===== config.mk =====
export PLATFORM = sky130hd
export DESIGN_NAME = memory_access_arbiter_flat
export DESIGN_NICKNAME = d
export VERILOG_FILES = /design/src/rtl/memory_access_arbiter_if.sv /design/src/rtl/memory_access_arbiter.sv /design/src/flat_wrapper.sv
export SDC_FILE = /design/constraint.sdc
export NUM_CORES = 1
export LEC_CHECK = 0
export ABC_AREA = 1
export CORE_UTILIZATION = 43
export CTS_BUF_LIST = sky130_fd_sc_hd__clkbuf_16
export CTS_CLUSTER_SIZE = 10
export DETAILED_ROUTE_END_ITERATION = 10
export PLACE_DENSITY = 0.82
export SLEW_MARGIN = 30
export SYNTH_ARGS = -nofsm -noshare
export SYNTH_HDL_FRONTEND = slang
export SYNTH_SLANG_ARGS = --single-unit

===== constraint.sdc =====
create_clock -name MEMARB_CLOCK_50 -period 5 [get_ports MEMARB_CLOCK_50]
set_input_delay 0.75 -clock MEMARB_CLOCK_50 [delete_from_list [all_inputs] [get_ports MEMARB_CLOCK_50]]
set_output_delay 0.75 -clock MEMARB_CLOCK_50 [all_outputs]
set_load 0.005 [all_outputs]

===== src/rtl/memory_access_arbiter_if.sv =====
// Bundles the signals of the memory access arbiter.
// The slave modport is the arbiter's view of the bundle. The master modport is the
// view of the surrounding environment, that is, the requesters and main memory together.
// debugState exposes the arbiter FSM state so that checkers can bind to it.
interface memory_access_arbiter_if #(
  parameter int DATAWIDTH_BUS  = 32,
  parameter int DATAWIDTH_ADDR = 32
);
  // Requester side
  logic                      MEMARB_FetchReq_In;
  logic [DATAWIDTH_ADDR-1:0] MEMARB_FetchAddr_InBus;
  logic                      MEMARB_DataReq_In;
  logic                      MEMARB_DataWrite_In;
  logic [DATAWIDTH_ADDR-1:0] MEMARB_DataAddr_InBus;
  logic [DATAWIDTH_BUS-1:0]  MEMARB_DataWrData_InBus;
  logic [DATAWIDTH_BUS-1:0]  MEMARB_RdData_OutBus;
  logic                      MEMARB_FetchDone_Out;
  logic                      MEMARB_DataDone_Out;
  logic                      MEMARB_Busy_Out;
  logic                      MEMARB_Timeout_Out;
  // Memory side
  logic                      MEMARB_MemACK_In;
  logic [DATAWIDTH_BUS-1:0]  MEMARB_MemRdData_InBus;
  logic                      MEMARB_MemRD_Out;
  logic                      MEMARB_MemWR_Out;
  logic [DATAWIDTH_ADDR-1:0] MEMARB_MemAddr_OutBus;
  logic [DATAWIDTH_BUS-1:0]  MEMARB_MemWrData_OutBus;
  // FSM state: 0=IDLE, 1=ACCESS, 2=DONE
  logic [1:0]                debugState;

  modport slave (
    input  MEMARB_FetchReq_In, MEMARB_FetchAddr_InBus,
    input  MEMARB_DataReq_In, MEMARB_DataWrite_In, MEMARB_DataAddr_InBus, MEMARB_DataWrData_InBus,
    input  MEMARB_MemACK_In, MEMARB_MemRdData_InBus,
    output MEMARB_MemRD_Out, MEMARB_MemWR_Out, MEMARB_MemAddr_OutBus, MEMARB_MemWrData_OutBus,
    output MEMARB_RdData_OutBus, MEMARB_FetchDone_Out, MEMARB_DataDone_Out,
    output MEMARB_Busy_Out, MEMARB_Timeout_Out, debugState
  );

  modport master (
    output MEMARB_FetchReq_In, MEMARB_FetchAddr_InBus,
    output MEMARB_DataReq_In, MEMARB_DataWrite_In, MEMARB_DataAddr_InBus, MEMARB_DataWrData_InBus,
    output MEMARB_MemACK_In, MEMARB_MemRdData_InBus,
    input  MEMARB_MemRD_Out, MEMARB_MemWR_Out, MEMARB_MemAddr_OutBus, MEMARB_MemWrData_OutBus,
    input  MEMARB_RdData_OutBus, MEMARB_FetchDone_Out, MEMARB_DataDone_Out,
    input  MEMARB_Busy_Out, MEMARB_Timeout_Out, debugState
  );
endinterface


===== src/rtl/memory_access_arbiter.sv =====
// Arbitrates the single main-memory port between instruction fetch and data load/store.
// The two requesters are served round-robin, and only one access is in flight at a time.
// The FSM sequence is IDLE -> ACCESS -> DONE -> IDLE. Every output comes from a register.
// Optional feature: define MEMARB_TIMEOUT_EN to abort an access after TIMEOUT_CYCLES
// ACCESS cycles that pass without ACK.
//
// Handshake: a requester raises its level Req and holds it, together with its address
// and data, until it sees its one-cycle Done pulse. It must drop Req before the next
// IDLE sample, unless it wants another access. Toward memory, RD or WR stays high with
// a stable address and stable data until ACK is sampled high. Read data is valid in
// the ACK cycle.
module memory_access_arbiter #(
  parameter int DATAWIDTH_BUS  = 32,
  parameter int DATAWIDTH_ADDR = 32,
  parameter int TIMEOUT_CYCLES = 64
) (
  input logic                    MEMARB_CLOCK_50,
  input logic                    MEMARB_ResetInHigh_In,
  memory_access_arbiter_if.slave bus
);

  typedef enum logic [1:0] {
    IDLE   = 2'd0,
    ACCESS = 2'd1,
    DONE   = 2'd2
  } arbState_t;

  arbState_t                 state, stateNext;
  logic                      memRd, memRdNext;
  logic                      memWr, memWrNext;
  logic [DATAWIDTH_ADDR-1:0] memAddr, memAddrNext;
  logic [DATAWIDTH_BUS-1:0]  memWrData, memWrDataNext;
  logic [DATAWIDTH_BUS-1:0]  rdData, rdDataNext;
  logic                      fetchDone, fetchDoneNext;
  logic                      dataDone, dataDoneNext;
  logic                      busy, busyNext;
  logic                      timeout, timeoutNext;
  // The granted requester, which is the one the current access belongs to
  logic                      grantData, grantDataNext;
  // The requester granted most recently. It loses the next tie.
  logic                      lastGrantData, lastGrantDataNext;
  logic                      pickFetch, pickData;

  // A zero or negative abort threshold has no meaning
  if (TIMEOUT_CYCLES < 1) begin : gTimeoutParamCheck
    $error("memory_access_arbiter: TIMEOUT_CYCLES must be at least 1");
  end

`ifdef MEMARB_TIMEOUT_EN
  localparam int CntW = $clog2(TIMEOUT_CYCLES + 1);
  logic [CntW-1:0] toCnt, toCntNext;
`endif

  // Round-robin pick: a lone requester wins. On a tie, the one not granted last wins.
  always_comb begin
    pickFetch = bus.MEMARB_FetchReq_In && (!bus.MEMARB_DataReq_In || lastGrantData);
    pickData  = bus.MEMARB_DataReq_In && (!bus.MEMARB_FetchReq_In || !lastGrantData);
  end

  // Next-state and next-output logic for the FSM
  always_comb begin
    stateNext         = state;
    memRdNext         = memRd;
    memWrNext         = memWr;
    memAddrNext       = memAddr;
    memWrDataNext     = memWrData;
    rdDataNext        = rdData;
    fetchDoneNext     = 1'b0;
    dataDoneNext      = 1'b0;
    timeoutNext       = 1'b0;
    grantDataNext     = grantData;
    lastGrantDataNext = lastGrantData;
`ifdef MEMARB_TIMEOUT_EN
    toCntNext         = toCnt;
`endif
    case (state)
      IDLE: begin
        if (pickFetch) begin
          memAddrNext       = bus.MEMARB_FetchAddr_InBus;
          memRdNext         = 1'b1;
          memWrNext         = 1'b0;
          grantDataNext     = 1'b0;
          lastGrantDataNext = 1'b0;
          stateNext         = ACCESS;
`ifdef MEMARB_TIMEOUT_EN
          toCntNext         = '0;
`endif
        end else if (pickData) begin
          memAddrNext       = bus.MEMARB_DataAddr_InBus;
          memWrDataNext     = bus.MEMARB_DataWrData_InBus;
          memRdNext         = !bus.MEMARB_DataWrite_In;
          memWrNext         = bus.MEMARB_DataWrite_In;
          grantDataNext     = 1'b1;
          lastGrantDataNext = 1'b1;
          stateNext         = ACCESS;
`ifdef MEMARB_TIMEOUT_EN
          toCntNext         = '0;
`endif
        end
      end
      ACCESS: begin
        if (bus.MEMARB_MemACK_In) begin
          // A store leaves the captured read data untouched
          if (memRd) begin
            rdDataNext = bus.MEMARB_MemRdData_InBus;
          end
          memRdNext     = 1'b0;
          memWrNext     = 1'b0;
          fetchDoneNext = !grantData;
          dataDoneNext  = grantData;
          stateNext     = DONE;
        end else begin
`ifdef MEMARB_TIMEOUT_EN
          // ACK has priority, so this path only runs when ACK is absent
          toCntNext = toCnt + CntW'(1);
          if (toCntNext == CntW'(TIMEOUT_CYCLES)) begin
            rdDataNext    = '0;
            memRdNext     = 1'b0;
            memWrNext     = 1'b0;
            fetchDoneNext = !grantData;
            dataDoneNext  = grantData;
            timeoutNext   = 1'b1;
            stateNext     = DONE;
          end
`endif
        end
      end
      DONE: begin
        stateNext = IDLE;
      end
      default: begin
        memRdNext = 1'b0;
        memWrNext = 1'b0;
        stateNext = IDLE;
      end
    endcase
    busyNext = (stateNext != IDLE);
  end

  // State and registered outputs. Reset aborts any access at once and issues no Done.
  always_ff @(posedge MEMARB_CLOCK_50 or posedge MEMARB_ResetInHigh_In) begin
    if (MEMARB_ResetInHigh_In) begin
      state         <= IDLE;
      memRd         <= 1'b0;
      memWr         <= 1'b0;
      memAddr       <= '0;
      memWrData     <= '0;
      rdData        <= '0;
      fetchDone     <= 1'b0;
      dataDone      <= 1'b0;
      busy          <= 1'b0;
      timeout       <= 1'b0;
      grantData     <= 1'b0;
      lastGrantData <= 1'b1;
    end else begin
      state         <= stateNext;
      memRd         <= memRdNext;
      memWr         <= memWrNext;
      memAddr       <= memAddrNext;
      memWrData     <= memWrDataNext;
      rdData        <= rdDataNext;
      fetchDone     <= fetchDoneNext;
      dataDone      <= dataDoneNext;
      busy          <= busyNext;
      timeout       <= timeoutNext;
      grantData     <= grantDataNext;
      lastGrantData <= lastGrantDataNext;
    end
  end

`ifdef MEMARB_TIMEOUT_EN
  // ACCESS-cycle counter for the abort path
  always_ff @(posedge MEMARB_CLOCK_50 or posedge MEMARB_ResetInHigh_In) begin
    if (MEMARB_ResetInHigh_In) begin
      toCnt <= '0;
    end else begin
      toCnt <= toCntNext;
    end
  end
`endif

  assign bus.MEMARB_MemRD_Out        = memRd;
  assign bus.MEMARB_MemWR_Out        = memWr;
  assign bus.MEMARB_MemAddr_OutBus   = memAddr;
  assign bus.MEMARB_MemWrData_OutBus = memWrData;
  assign bus.MEMARB_RdData_OutBus    = rdData;
  assign bus.MEMARB_FetchDone_Out    = fetchDone;
  assign bus.MEMARB_DataDone_Out     = dataDone;
  assign bus.MEMARB_Busy_Out         = busy;
  assign bus.MEMARB_Timeout_Out      = timeout;
  assign bus.debugState              = state;

endmodule


===== src/flat_wrapper.sv =====
// flat-port wrapper written by rule: the top's interface ports become plain ports
module memory_access_arbiter_flat 
#(
  parameter int DATAWIDTH_BUS  = 32,
  parameter int DATAWIDTH_ADDR = 32,
  parameter int TIMEOUT_CYCLES = 64
)
  (MEMARB_CLOCK_50, MEMARB_ResetInHigh_In, bus_MEMARB_FetchReq_In, bus_MEMARB_FetchAddr_InBus, bus_MEMARB_DataReq_In, bus_MEMARB_DataWrite_In, bus_MEMARB_DataAddr_InBus, bus_MEMARB_DataWrData_InBus, bus_MEMARB_MemACK_In, bus_MEMARB_MemRdData_InBus, bus_MEMARB_MemRD_Out, bus_MEMARB_MemWR_Out, bus_MEMARB_MemAddr_OutBus, bus_MEMARB_MemWrData_OutBus, bus_MEMARB_RdData_OutBus, bus_MEMARB_FetchDone_Out, bus_MEMARB_DataDone_Out, bus_MEMARB_Busy_Out, bus_MEMARB_Timeout_Out, bus_debugState);
  memory_access_arbiter_if #(.DATAWIDTH_BUS(DATAWIDTH_BUS), .DATAWIDTH_ADDR(DATAWIDTH_ADDR)) bus_i ();
  input logic MEMARB_CLOCK_50;
  input logic MEMARB_ResetInHigh_In;
  input wire logic [$bits(bus_i.MEMARB_FetchReq_In)-1:0] bus_MEMARB_FetchReq_In;
  input wire logic [$bits(bus_i.MEMARB_FetchAddr_InBus)-1:0] bus_MEMARB_FetchAddr_InBus;
  input wire logic [$bits(bus_i.MEMARB_DataReq_In)-1:0] bus_MEMARB_DataReq_In;
  input wire logic [$bits(bus_i.MEMARB_DataWrite_In)-1:0] bus_MEMARB_DataWrite_In;
  input wire logic [$bits(bus_i.MEMARB_DataAddr_InBus)-1:0] bus_MEMARB_DataAddr_InBus;
  input wire logic [$bits(bus_i.MEMARB_DataWrData_InBus)-1:0] bus_MEMARB_DataWrData_InBus;
  input wire logic [$bits(bus_i.MEMARB_MemACK_In)-1:0] bus_MEMARB_MemACK_In;
  input wire logic [$bits(bus_i.MEMARB_MemRdData_InBus)-1:0] bus_MEMARB_MemRdData_InBus;
  output wire logic [$bits(bus_i.MEMARB_MemRD_Out)-1:0] bus_MEMARB_MemRD_Out;
  output wire logic [$bits(bus_i.MEMARB_MemWR_Out)-1:0] bus_MEMARB_MemWR_Out;
  output wire logic [$bits(bus_i.MEMARB_MemAddr_OutBus)-1:0] bus_MEMARB_MemAddr_OutBus;
  output wire logic [$bits(bus_i.MEMARB_MemWrData_OutBus)-1:0] bus_MEMARB_MemWrData_OutBus;
  output wire logic [$bits(bus_i.MEMARB_RdData_OutBus)-1:0] bus_MEMARB_RdData_OutBus;
  output wire logic [$bits(bus_i.MEMARB_FetchDone_Out)-1:0] bus_MEMARB_FetchDone_Out;
  output wire logic [$bits(bus_i.MEMARB_DataDone_Out)-1:0] bus_MEMARB_DataDone_Out;
  output wire logic [$bits(bus_i.MEMARB_Busy_Out)-1:0] bus_MEMARB_Busy_Out;
  output wire logic [$bits(bus_i.MEMARB_Timeout_Out)-1:0] bus_MEMARB_Timeout_Out;
  output wire logic [$bits(bus_i.debugState)-1:0] bus_debugState;
  assign bus_i.MEMARB_FetchReq_In = bus_MEMARB_FetchReq_In;
  assign bus_i.MEMARB_FetchAddr_InBus = bus_MEMARB_FetchAddr_InBus;
  assign bus_i.MEMARB_DataReq_In = bus_MEMARB_DataReq_In;
  assign bus_i.MEMARB_DataWrite_In = bus_MEMARB_DataWrite_In;
  assign bus_i.MEMARB_DataAddr_InBus = bus_MEMARB_DataAddr_InBus;
  assign bus_i.MEMARB_DataWrData_InBus = bus_MEMARB_DataWrData_InBus;
  assign bus_i.MEMARB_MemACK_In = bus_MEMARB_MemACK_In;
  assign bus_i.MEMARB_MemRdData_InBus = bus_MEMARB_MemRdData_InBus;
  assign bus_MEMARB_MemRD_Out = bus_i.MEMARB_MemRD_Out;
  assign bus_MEMARB_MemWR_Out = bus_i.MEMARB_MemWR_Out;
  assign bus_MEMARB_MemAddr_OutBus = bus_i.MEMARB_MemAddr_OutBus;
  assign bus_MEMARB_MemWrData_OutBus = bus_i.MEMARB_MemWrData_OutBus;
  assign bus_MEMARB_RdData_OutBus = bus_i.MEMARB_RdData_OutBus;
  assign bus_MEMARB_FetchDone_Out = bus_i.MEMARB_FetchDone_Out;
  assign bus_MEMARB_DataDone_Out = bus_i.MEMARB_DataDone_Out;
  assign bus_MEMARB_Busy_Out = bus_i.MEMARB_Busy_Out;
  assign bus_MEMARB_Timeout_Out = bus_i.MEMARB_Timeout_Out;
  assign bus_debugState = bus_i.debugState;
  memory_access_arbiter #(.DATAWIDTH_BUS(DATAWIDTH_BUS), .DATAWIDTH_ADDR(DATAWIDTH_ADDR), .TIMEOUT_CYCLES(TIMEOUT_CYCLES)) u_core (.MEMARB_CLOCK_50(MEMARB_CLOCK_50), .MEMARB_ResetInHigh_In(MEMARB_ResetInHigh_In), .bus(bus_i));
endmodule

==> results.sh, run 1 <==
export IMPL_status="complete, no violations"
export IMPL_synth_top_area_cell="dfrtp_1"
export IMPL_grt_pass1_wl_mm=21.9
export IMPL_drive_gt1_share_pct=3.30
export IMPL_setup_violations_final=0
export IMPL_ant_nets=0
export IMPL_wl_mm=13.7
export IMPL_worst_setup_path_start_kind="input port"
export IMPL_crit_chain="clkdlybuf4s50_1 -> nor2_1 -> nor2_4 -> nand2_2 -> nand2_1 -> nand2_1"
export IMPL_drt_initial_drc_count=274
export IMPL_grtUsageTotal_pct=25.1
export IMPL_path_delay_family="simple AND/OR/NAND/NOR gates"
export IMPL_syn_area_sq_um=4640
export IMPL_cpMostUsedCell="nand2_1"
export IMPL_tritoncts="yes"
export IMPL_hold_viol=0
export IMPL_critPathKind="input port to register"
export IMPL_r2r_setup_slack_ns=2.80
export IMPL_antenna_found_initial=0
export IMPL_required_ns=5.22
export IMPL_holdPathStages=1
export IMPL_avgSynthCellArea_sq_um=7.82
export IMPL_fillerInstances=813
export IMPL_worstMarginPinSlew_ns=0.726
export IMPL_grt_pass1_vias=4584
export IMPL_p_int_w=0.00260
export IMPL_pwr_share_clk_pct=17.3
export IMPL_p_switching_w=0.00136
export IMPL_syn_inst=594
export IMPL_cts_made_buffers=9
export IMPL_slew_violations=0
export IMPL_vias_per_cell=4.86
export IMPL_cts_root_buffer="clkbuf_16"
export IMPL_critPathSlowestCell="nor2_4"
export IMPL_htreeDepth=3
export IMPL_p_comb_share_pct=45.4
export IMPL_clk_latency_ns=0.34
export IMPL_multiInputGateArea_sq_um=1580
export IMPL_layout_min_cycle_time_ns=2.67
export IMPL_end_kind="register"
export IMPL_ys_seq_elements=105
export IMPL_postCtsSetupRepairBufs=0
export IMPL_drcViolationCount=0
export IMPL_detail_route_wl_per_cell_microns=14.4
export IMPL_io_pins=238
export IMPL_slew_limit_headroom_pct=51.6
export IMPL_die_area_sq_um=11200
export IMPL_worstRegToRegCells=6
export IMPL_ys_types=14
export IMPL_leakage_nw=3.79
export IMPL_cp_max_fo=34
export IMPL_drv_cap=0
export IMPL_hp_class="register to register"
export IMPL_synthTopCellsByArea="dfrtp_1 56%, nand2_1 22%, nand3_1 11%"
export IMPL_grt_setup_unrepaired="false"
export IMPL_overflow=0
export IMPL_hold_buffers=0
export IMPL_seq_area_sq_um=2630
export IMPL_clock_skew_ns=0.0120
export IMPL_cts_buffer_depth=2
export IMPL_place_congestion=0.777
export IMPL_yosysTopAreaCellShare_pct=56.0
export IMPL_whs_endpoint="u_core.bus.MEMARB_FetchDone_Out"
export IMPL_p_sw_share_pct=34.3
export IMPL_p_seq_share_pct=37.3
export IMPL_cts_sinks=105
export IMPL_fin_crit_sh_pct=53.3
export IMPL_critical_path_buf_inv_count=1
export IMPL_dp_hpwl_mm=9.85
export IMPL_worstPathArrival_ns=2.89
export IMPL_initial_utilization_pct=44.6
export IMPL_ctsResizeCount=0
export IMPL_syn_to_final_growth_pct=58.1
export IMPL_via_count=4630
export IMPL_timing_fmax_ghz=0.375
export IMPL_fp_dieW_microns=106
export IMPL_synth_nets=728
export IMPL_io_buffer_count=236
export IMPL_synth_flop_cell="dfrtp_1"
export IMPL_ys_seq_area_share_pct=56.6
export IMPL_diodes=0
export IMPL_final_util_pct=70.5
export IMPL_yosys_cell_count_top_type="nand2_1"
export IMPL_die_y_microns=106
export IMPL_cp_depth=6
export IMPL_min_delay_start="u_core.grantData"
export IMPL_nets=946
export IMPL_rows=37
export IMPL_first_pass_iters=5
export IMPL_peakVddDrop_mv=0.264
export IMPL_synth_edf_count=0
export IMPL_max_stage_delay_ns=0.58
export IMPL_r2r_start="u_core.bus.debugState[1]"
export IMPL_fin_setup_tns_ns=0
export IMPL_core_sq_um=10400
export IMPL_ys_warn_count=0
export IMPL_power_density_nw_per_um2=539
export IMPL_synthArstFlopShare_pct=100
export IMPL_power_w=0.00396
export IMPL_cts_clk_slew_worst_paths_ns=0.07
export IMPL_grt_max_degree=68
export IMPL_synthTopCellsByCount="275 x nand2_1, 104 x dfrtp_1, 98 x nand3_1, 73 x inv_1, 23 x buf_2"
export IMPL_r2r_end="u_core.bus.MEMARB_MemWrData_OutBus[8]"
how the worst max path moves through the flow:
stage                                                       end  slack, ns                    from
after floorplan                      u_core.bus.MEMARB_Busy_Out       1.49   MEMARB_ResetInHigh_In
after global placement    u_core.bus.MEMARB_MemWrData_OutBus[5]       1.81  bus_MEMARB_FetchReq_In
after detailed placement  u_core.bus.MEMARB_MemWrData_OutBus[8]       1.69  bus_MEMARB_FetchReq_In
after CTS                 u_core.bus.MEMARB_MemWrData_OutBus[8]       2.00  bus_MEMARB_FetchReq_In
after global routing      u_core.bus.MEMARB_MemWrData_OutBus[7]       2.11  bus_MEMARB_FetchReq_In
final                     u_core.bus.MEMARB_MemWrData_OutBus[8]       2.33  bus_MEMARB_FetchReq_In
cell families (layout without fill, tap and decap cells):
group	after synthesis	in the layout	share of synthesized area [%]
buf+inv	107	330	9.59
simple gates	378	378	33.4
compound gates	3	3	0.323
other cells	1	1	0.0807
flops	105	105	56.6
per-stage QoR:
stage / area [sq um] / hold WS, ns / std cells / setup slack, ns
after floorplan: 4640 / 0.401 / 594 / 1.49
after global placement: 7050 / 0.412 / 937 / 1.81
after detailed placement: 7050 / 0.435 / 937 / 1.69
after CTS: 7340 / 0.454 / 953 / 2.00
after global routing: 7340 / 0.462 / 953 / 2.11
final: 7340 / 0.450 / 953 / 2.33
layout by cell type, fill, tap and decap left out:
| cell type | instances |
|---|---|
| nand2_2 | 4 |
| inv_6 | 1 |
| clkinv_2 | 1 |
| clkbuf_16 | 9 |
| clkinv_4 | 1 |
| buf_4 | 5 |
| inv_2 | 1 |
| dfrtp_1 | 104 |
| inv_4 | 1 |
| clkdlybuf4s50_1 | 236 |
| o21ai_0 | 3 |
| dfstp_2 | 1 |
| nor2_4 | 1 |
| nor2_1 | 3 |
| inv_1 | 74 |
| nor2_2 | 1 |
| nand2_1 | 271 |
| conb_1 | 1 |
| bufinv_16 | 1 |
| nand3_1 | 98 |
worst reg2reg max path: cells and delay by family (launching register included):
family	cells	cell delay, ns
buffers and inverters	1	0.12
DFF	1	0.38
and+or+nand+nor	5	1.59
layout make-up:
type	instances	area share, %
multi-input combinational	382	21.5
timing repair buffer	241	32.7
clock buffer	9	3.07
clock inverter	7	0.869
tap	136	2.32
inverter	73	3.76
sequential	105	35.8
state kept, by name, summed over array words and instances (netlist names):
name,flops
u_core.lastGrantData,1
u_core.bus.MEMARB_MemWR_Out,1
u_core.bus.MEMARB_MemAddr_OutBus,32
u_core.bus.debugState,2
u_core.bus.MEMARB_MemRD_Out,1
u_core.bus.MEMARB_Busy_Out,1
u_core.bus.MEMARB_MemWrData_OutBus,32
u_core.bus.MEMARB_RdData_OutBus,32
u_core.grantData,1
u_core.bus.MEMARB_FetchDone_Out,1
u_core.bus.MEMARB_DataDone_Out,1
power groups by stage:
stage                     clock network, W  registers (W)  logic, W
final                             0.000684        0.00148   0.00180
after CTS                         0.000692        0.00148   0.00181
after detailed placement                 0        0.00148   0.00181
after floorplan                          0        0.00150  0.000701
after global placement                   0        0.00147   0.00174
after global routing              0.000732        0.00153   0.00198
routing by layer:
layer | global-route usage, % | vias to the layer above | part of all wire (%)
met4 | 11.6 | 0 | 3.5
met3 | 3.92 | 32 | 6.6
li1 | - | 2225 | -
met1 | 29.0 | 2148 | 39
met2 | 45.5 | 225 | 51
met5 | 0 | - | 0
Note: power is estimated with default switching activity, not from simulation.
==> run 2: changes to the inputs <==
--- a/config.mk
+++ b/config.mk
@@ -6,11 +6,11 @@
 export NUM_CORES = 1
 export LEC_CHECK = 0
 export ABC_AREA = 1
-export CORE_UTILIZATION = 43
+export CORE_UTILIZATION = 36
 export CTS_BUF_LIST = sky130_fd_sc_hd__clkbuf_16
 export CTS_CLUSTER_SIZE = 10
 export DETAILED_ROUTE_END_ITERATION = 10
-export PLACE_DENSITY = 0.82
+export PLACE_DENSITY = 0.73
 export SLEW_MARGIN = 30
 export SYNTH_ARGS = -nofsm -noshare
 export SYNTH_HDL_FRONTEND = slang
==> constraint.sdc (replaced) <==
create_clock -name MEMARB_CLOCK_50 -period 2.2 [get_ports MEMARB_CLOCK_50]
set_input_delay 0.33 -clock MEMARB_CLOCK_50 [delete_from_list [all_inputs] [get_ports MEMARB_CLOCK_50]]
set_output_delay 0.33 -clock MEMARB_CLOCK_50 [all_outputs]
set_load 0.005 [all_outputs]
==> results.sh, run 2 (synthesis results as in run 1) <==
export IMPL_io_pins=238
export IMPL_end_kind="primary output"
export IMPL_setup_violations_final=0
export IMPL_critPathSlowestCell="dfrtp_1"
export IMPL_required_ns=1.87
export IMPL_pwr_share_clk_pct=17.7
export IMPL_path_delay_family="flip-flops"
export IMPL_drive_gt1_share_pct=3.77
export IMPL_p_seq_share_pct=37.5
export IMPL_status="complete, no violations"
export IMPL_worst_setup_path_start_kind="register"
export IMPL_postPlaceCellArea_sq_um=7150
export IMPL_cp_max_fo=10
export IMPL_first_pass_iters=5
export IMPL_syn_to_final_growth_pct=60.4
export IMPL_via_count=4564
export IMPL_drcViolationCount=0
export IMPL_io_buffer_count=236
export IMPL_drt_initial_drc_count=196
export IMPL_hp_class="register to register"
export IMPL_max_stage_delay_ns=0.60
export IMPL_place_congestion=0.829
export IMPL_core_sq_um=12600
export IMPL_dp_hpwl_mm=9.71
export IMPL_vias_per_cell=4.59
export IMPL_final_util_pct=59.0
export IMPL_timing_fmax_ghz=0.534
export IMPL_overflow=0
export IMPL_power_density_nw_per_um2=1210
export IMPL_layout_commonest_cell="nand2_1"
export IMPL_detail_route_wl_per_cell_microns=13.3
export IMPL_grt_setup_unrepaired="false"
export IMPL_htreeDepth=3
export IMPL_p_sw_share_pct=33.8
export IMPL_layout_min_cycle_time_ns=1.87
export IMPL_ctsResizeCount=0
export IMPL_p_switching_w=0.00304
export IMPL_fp_dieW_microns=116
export IMPL_wl_mm=13.2
export IMPL_cts_clk_slew_worst_paths_ns=0.07
export IMPL_fin_setup_tns_ns=0
export IMPL_clk_latency_ns=0.35
export IMPL_p_int_w=0.00597
export IMPL_die_area_sq_um=13400
export IMPL_rows=41
export IMPL_cts_root_buffer="clkbuf_16"
export IMPL_die_y_microns=116
export IMPL_grt_pass1_vias=4615
export IMPL_crit_chain="clkdlybuf4s50_1"
export IMPL_drv_cap=0
export IMPL_fin_cells=995
export IMPL_initial_utilization_pct=36.8
export IMPL_stdcell_area_sq_um=7450
export IMPL_tritoncts="yes"
export IMPL_clock_skew_ns=0.0157
export IMPL_hold_viol=0
export IMPL_cts_made_buffers=9
export IMPL_slew_limit_headroom_pct=61.0
export IMPL_critPathKind="register to primary output"
export IMPL_fin_crit_sh_pct=85.2
export IMPL_worstMarginPinSlew_ns=0.585
export IMPL_slew_violations=0
export IMPL_nets=952
export IMPL_cts_buffer_depth=2
export IMPL_grt_max_degree=106
export IMPL_antenna_found_initial=0
export IMPL_grt_pass1_wl_mm=21.0
export IMPL_dpl_cell_count=979
export IMPL_leakage_nw=3.82
export IMPL_hold_buffers=0
export IMPL_grtUsageTotal_pct=20.4
export IMPL_ant_nets=0
export IMPL_worstPathArrival_ns=1.54
export IMPL_postCtsSetupRepairBufs=0
export IMPL_diodes=0
export IMPL_critical_path_buf_inv_count=1
export IMPL_peakVddDrop_mv=0.541
export IMPL_cts_sinks=105
export IMPL_mostFrequentLayoutCells="274 x nand2_1, 236 x clkdlybuf4s50_1, 104 x dfrtp_1, 98 x nand3_1, 73 x inv_1"
export IMPL_p_comb_share_pct=44.8
run 2: cell types whose count changed in the layout (fill, tap and decap cells not counted), moves of 2 or more:
cell / delta
buf_4: +5
clkinvlp_4: +2
nand2_1: +3
nand2_2: -3
run 2: power by group through the flow:
stage               Clock, W  Combinational, W  Sequential, W
floorplan                  0           0.00159        0.00340
global placement           0           0.00400        0.00338
detailed placement         0           0.00409        0.00339
CTS                  0.00164           0.00410        0.00338
global route         0.00171           0.00450        0.00348
finish               0.00159           0.00404        0.00338
run 2: worst paths after layout:
| path | startpoint | to | slack, ns | cells past startpoint |
|---|---|---|---|---|
| min in group asynchronous | MEMARB_ResetInHigh_In | u_core.bus.MEMARB_RdData_OutBus[9] | 0.44 | 3 |
| max reg2reg | u_core.bus.MEMARB_MemRD_Out | u_core.bus.MEMARB_RdData_OutBus[27] | 0.78 | 4 |
| max | u_core.bus.MEMARB_MemRD_Out | bus_MEMARB_MemRD_Out | 0.33 | 1 |
| max in group asynchronous | MEMARB_ResetInHigh_In | u_core.bus.MEMARB_MemWrData_OutBus[30] | 1.27 | 3 |
| min reg2reg | u_core.grantData | u_core.bus.MEMARB_FetchDone_Out | 0.43 | 1 |
| min | u_core.grantData | u_core.bus.MEMARB_FetchDone_Out | 0.43 | 1 |
run 2: per-layer routing:
layer | share of wire (%) | vias up | wire [microns] | track usage, %
met5 | 0 | - | 0 | 0
met4 | 3.6 | 0 | 474 | 10.2
met3 | 7.8 | 33 | 1030 | 6.07
met2 | 49 | 192 | 6520 | 36.1
met1 | 39 | 2103 | 5220 | 22.3
li1 | - | 2236 | - | -
run 2: layout make-up:
cell class	instances	area [sq um]
clock buffer	9	225
clock inverter	7	71.3
fill	1107	5170
inverter	73	278
multi-input combinational	382	1570
sequential	105	2630
tap	172	215
timing repair buffer	247	2460
run 2: stage by stage:
step / setup WS (ns) / hold slack, ns / total power, W
2_1_floorplan: 0.611 / 0.401 / 0.00499
3_3_place_gp: 0.461 / 0.409 / 0.00738
3_5_place_dp: 0.419 / 0.420 / 0.00748
4_1_cts: 0.305 / 0.430 / 0.00912
5_1_grt: 0.277 / 0.452 / 0.00969
6_report: 0.326 / 0.427 / 0.00901
==> run 3: changes to the inputs <==
--- a/config.mk
+++ b/config.mk
@@ -6,12 +6,12 @@
 export NUM_CORES = 1
 export LEC_CHECK = 0
 export ABC_AREA = 1
+export CORE_MARGIN = 2
 export CORE_UTILIZATION = 36
 export CTS_BUF_LIST = sky130_fd_sc_hd__clkbuf_16
 export CTS_CLUSTER_SIZE = 10
 export DETAILED_ROUTE_END_ITERATION = 10
 export PLACE_DENSITY = 0.73
-export SLEW_MARGIN = 30
 export SYNTH_ARGS = -nofsm -noshare
 export SYNTH_HDL_FRONTEND = slang
 export SYNTH_SLANG_ARGS = --single-unit
==> results.sh, run 3 (synthesis results as in run 1) <==
export IMPL_drive_gt1_share_pct=3.64
export IMPL_slew_violations=0
export IMPL_p_seq_share_pct=37.6
export IMPL_htreeDepth=3
export IMPL_die_y_microns=118
export IMPL_mostFrequentLayoutCells="274 x nand2_1, 236 x clkdlybuf4s50_1, 104 x dfrtp_1, 98 x nand3_1, 73 x inv_1"
export IMPL_grt_pass1_wl_mm=22.4
export IMPL_nets=954
export IMPL_tritoncts="yes"
export IMPL_dp_hpwl_mm=10.3
export IMPL_p_int_w=0.00590
export IMPL_peakVddDrop_mv=0.575
export IMPL_layout_min_cycle_time_ns=1.79
export IMPL_drt_initial_drc_count=224
export IMPL_p_sw_share_pct=34.1
export IMPL_worstPathArrival_ns=1.46
export IMPL_worst_setup_path_start_kind="register"
export IMPL_grt_pass1_vias=4577
export IMPL_worstMarginPinSlew_ns=0.633
export IMPL_holdPathStages=1
export IMPL_initial_utilization_pct=36.8
export IMPL_fin_crit_sh_pct=81.2
export IMPL_cts_root_buffer="clkbuf_16"
export IMPL_first_pass_iters=4
export IMPL_fin_setup_tns_ns=0
export IMPL_grt_busiest_layer="met2"
export IMPL_ctsResizeCount=0
export IMPL_cp_max_fo=10
export IMPL_diodes=0
export IMPL_post_place_ws_ns=0.339
export IMPL_postPlaceCellArea_sq_um=7220
export IMPL_hold_buffers=0
export IMPL_syn_to_final_growth_pct=61.0
export IMPL_worstRegToRegCells=6
export IMPL_p_switching_w=0.00306
export IMPL_slew_limit_headroom_pct=57.8
export IMPL_setup_worst_path_start="u_core.bus.MEMARB_MemRD_Out"
export IMPL_final_util_pct=59.3
export IMPL_detail_route_wl_per_cell_microns=13.8
export IMPL_die_area_sq_um=13800
export IMPL_critPathSlowestCell="clkdlybuf4s50_1"
export IMPL_core_sq_um=12600
export IMPL_setup_violations_final=0
export IMPL_rows=41
export IMPL_end_kind="primary output"
export IMPL_grt_setup_unrepaired="false"
export IMPL_clock_skew_ns=0.00655
export IMPL_cts_sinks=105
export IMPL_hp_class="register to register"
export IMPL_io_pins=238
export IMPL_setup_ws_ns=0.414
export IMPL_use_met3_pct=5.72
export IMPL_wl_mm=13.8
export IMPL_ant_nets=0
export IMPL_overflow=0
export IMPL_r2r_start="u_core.lastGrantData"
export IMPL_status="complete, no violations"
export IMPL_timing_fmax_ghz=0.560
export IMPL_stdcell_area_sq_um=7480
export IMPL_hold_viol=0
export IMPL_max_stage_delay_ns=0.59
export IMPL_io_buffer_count=236
export IMPL_via_count=4592
export IMPL_place_congestion=0.812
export IMPL_grt_max_degree=56
export IMPL_grt_met2_usage_pct=34.5
export IMPL_vias_per_cell=4.61
export IMPL_critical_path_buf_inv_count=1
export IMPL_min_delay_start="u_core.grantData"
export IMPL_layout_commonest_cell="nand2_1"
export IMPL_met1_usage_pct=24.1
export IMPL_drcViolationCount=0
export IMPL_antenna_found_initial=0
export IMPL_cts_buffer_depth=2
export IMPL_p_comb_share_pct=46.4
export IMPL_cts_clk_slew_worst_paths_ns=0.06
export IMPL_critPathKind="register to primary output"
export IMPL_postCtsSetupRepairBufs=0
export IMPL_fp_dieW_microns=118
export IMPL_grtUsageTotal_pct=20.0
export IMPL_required_ns=1.87
export IMPL_drv_cap=0
export IMPL_pwr_share_clk_pct=16.0
export IMPL_crit_chain="clkdlybuf4s50_1"
export IMPL_clk_latency_ns=0.33
export IMPL_leakage_nw=3.83
export IMPL_cts_made_buffers=9
export IMPL_cp_depth=1
export IMPL_power_density_nw_per_um2=1200
export IMPL_path_delay_family="buffers and inverters"
==> run 3: path summary, 6_finish.rpt <==
check | to | slack (ns)
setup / recovery | bus_MEMARB_MemRD_Out | 0.41
hold / removal | u_core.bus.MEMARB_FetchDone_Out | 0.42
setup reg to reg | u_core.grantData | 0.67
hold reg to reg | u_core.bus.MEMARB_FetchDone_Out | 0.42
max in group asynchronous | u_core.bus.MEMARB_MemAddr_OutBus[17] | 1.18
min in group asynchronous | u_core.bus.MEMARB_MemWrData_OutBus[5] | 0.44
==> run 3: routing by layer <==
metal | part of all wire, % | up-vias | wire length [microns]
li1 | - | 2239 | -
met2 | 50 | 187 | 6840
met3 | 7.8 | 14 | 1080
met5 | 0 | - | 0
met4 | 1.5 | 0 | 210
met1 | 41 | 2152 | 5660
==> run 3: cell type report <==
class                   instances  area (sq um)
well taps                     172           215
flip-flops and latches        105          2630
clock inverters                 7          37.5
repair buffers                249          2520
inverters                      73           278
clock buffers                   9           225
multi-input cells             382          1570
fillers                      1145          5140
==> run 3: per-stage QoR <==
step	total power [W]	instances	hold WS, ns
after detailed placement	0.00759	981	0.415
final	0.00896	997	0.422
after global placement	0.00744	981	0.409
after global routing	0.00962	997	0.431
after CTS	0.00906	997	0.424
after floorplan	0.00499	594	0.401
==> run 3: power by group through the flow <==
stage | logic (W) | clock network (W) | registers, W
final | 0.00415 | 0.00143 | 0.00337
after floorplan | 0.00159 | 0 | 0.00340
after global routing | 0.00458 | 0.00156 | 0.00348
after detailed placement | 0.00420 | 0 | 0.00338
after global placement | 0.00408 | 0 | 0.00337
after CTS | 0.00421 | 0.00148 | 0.00338
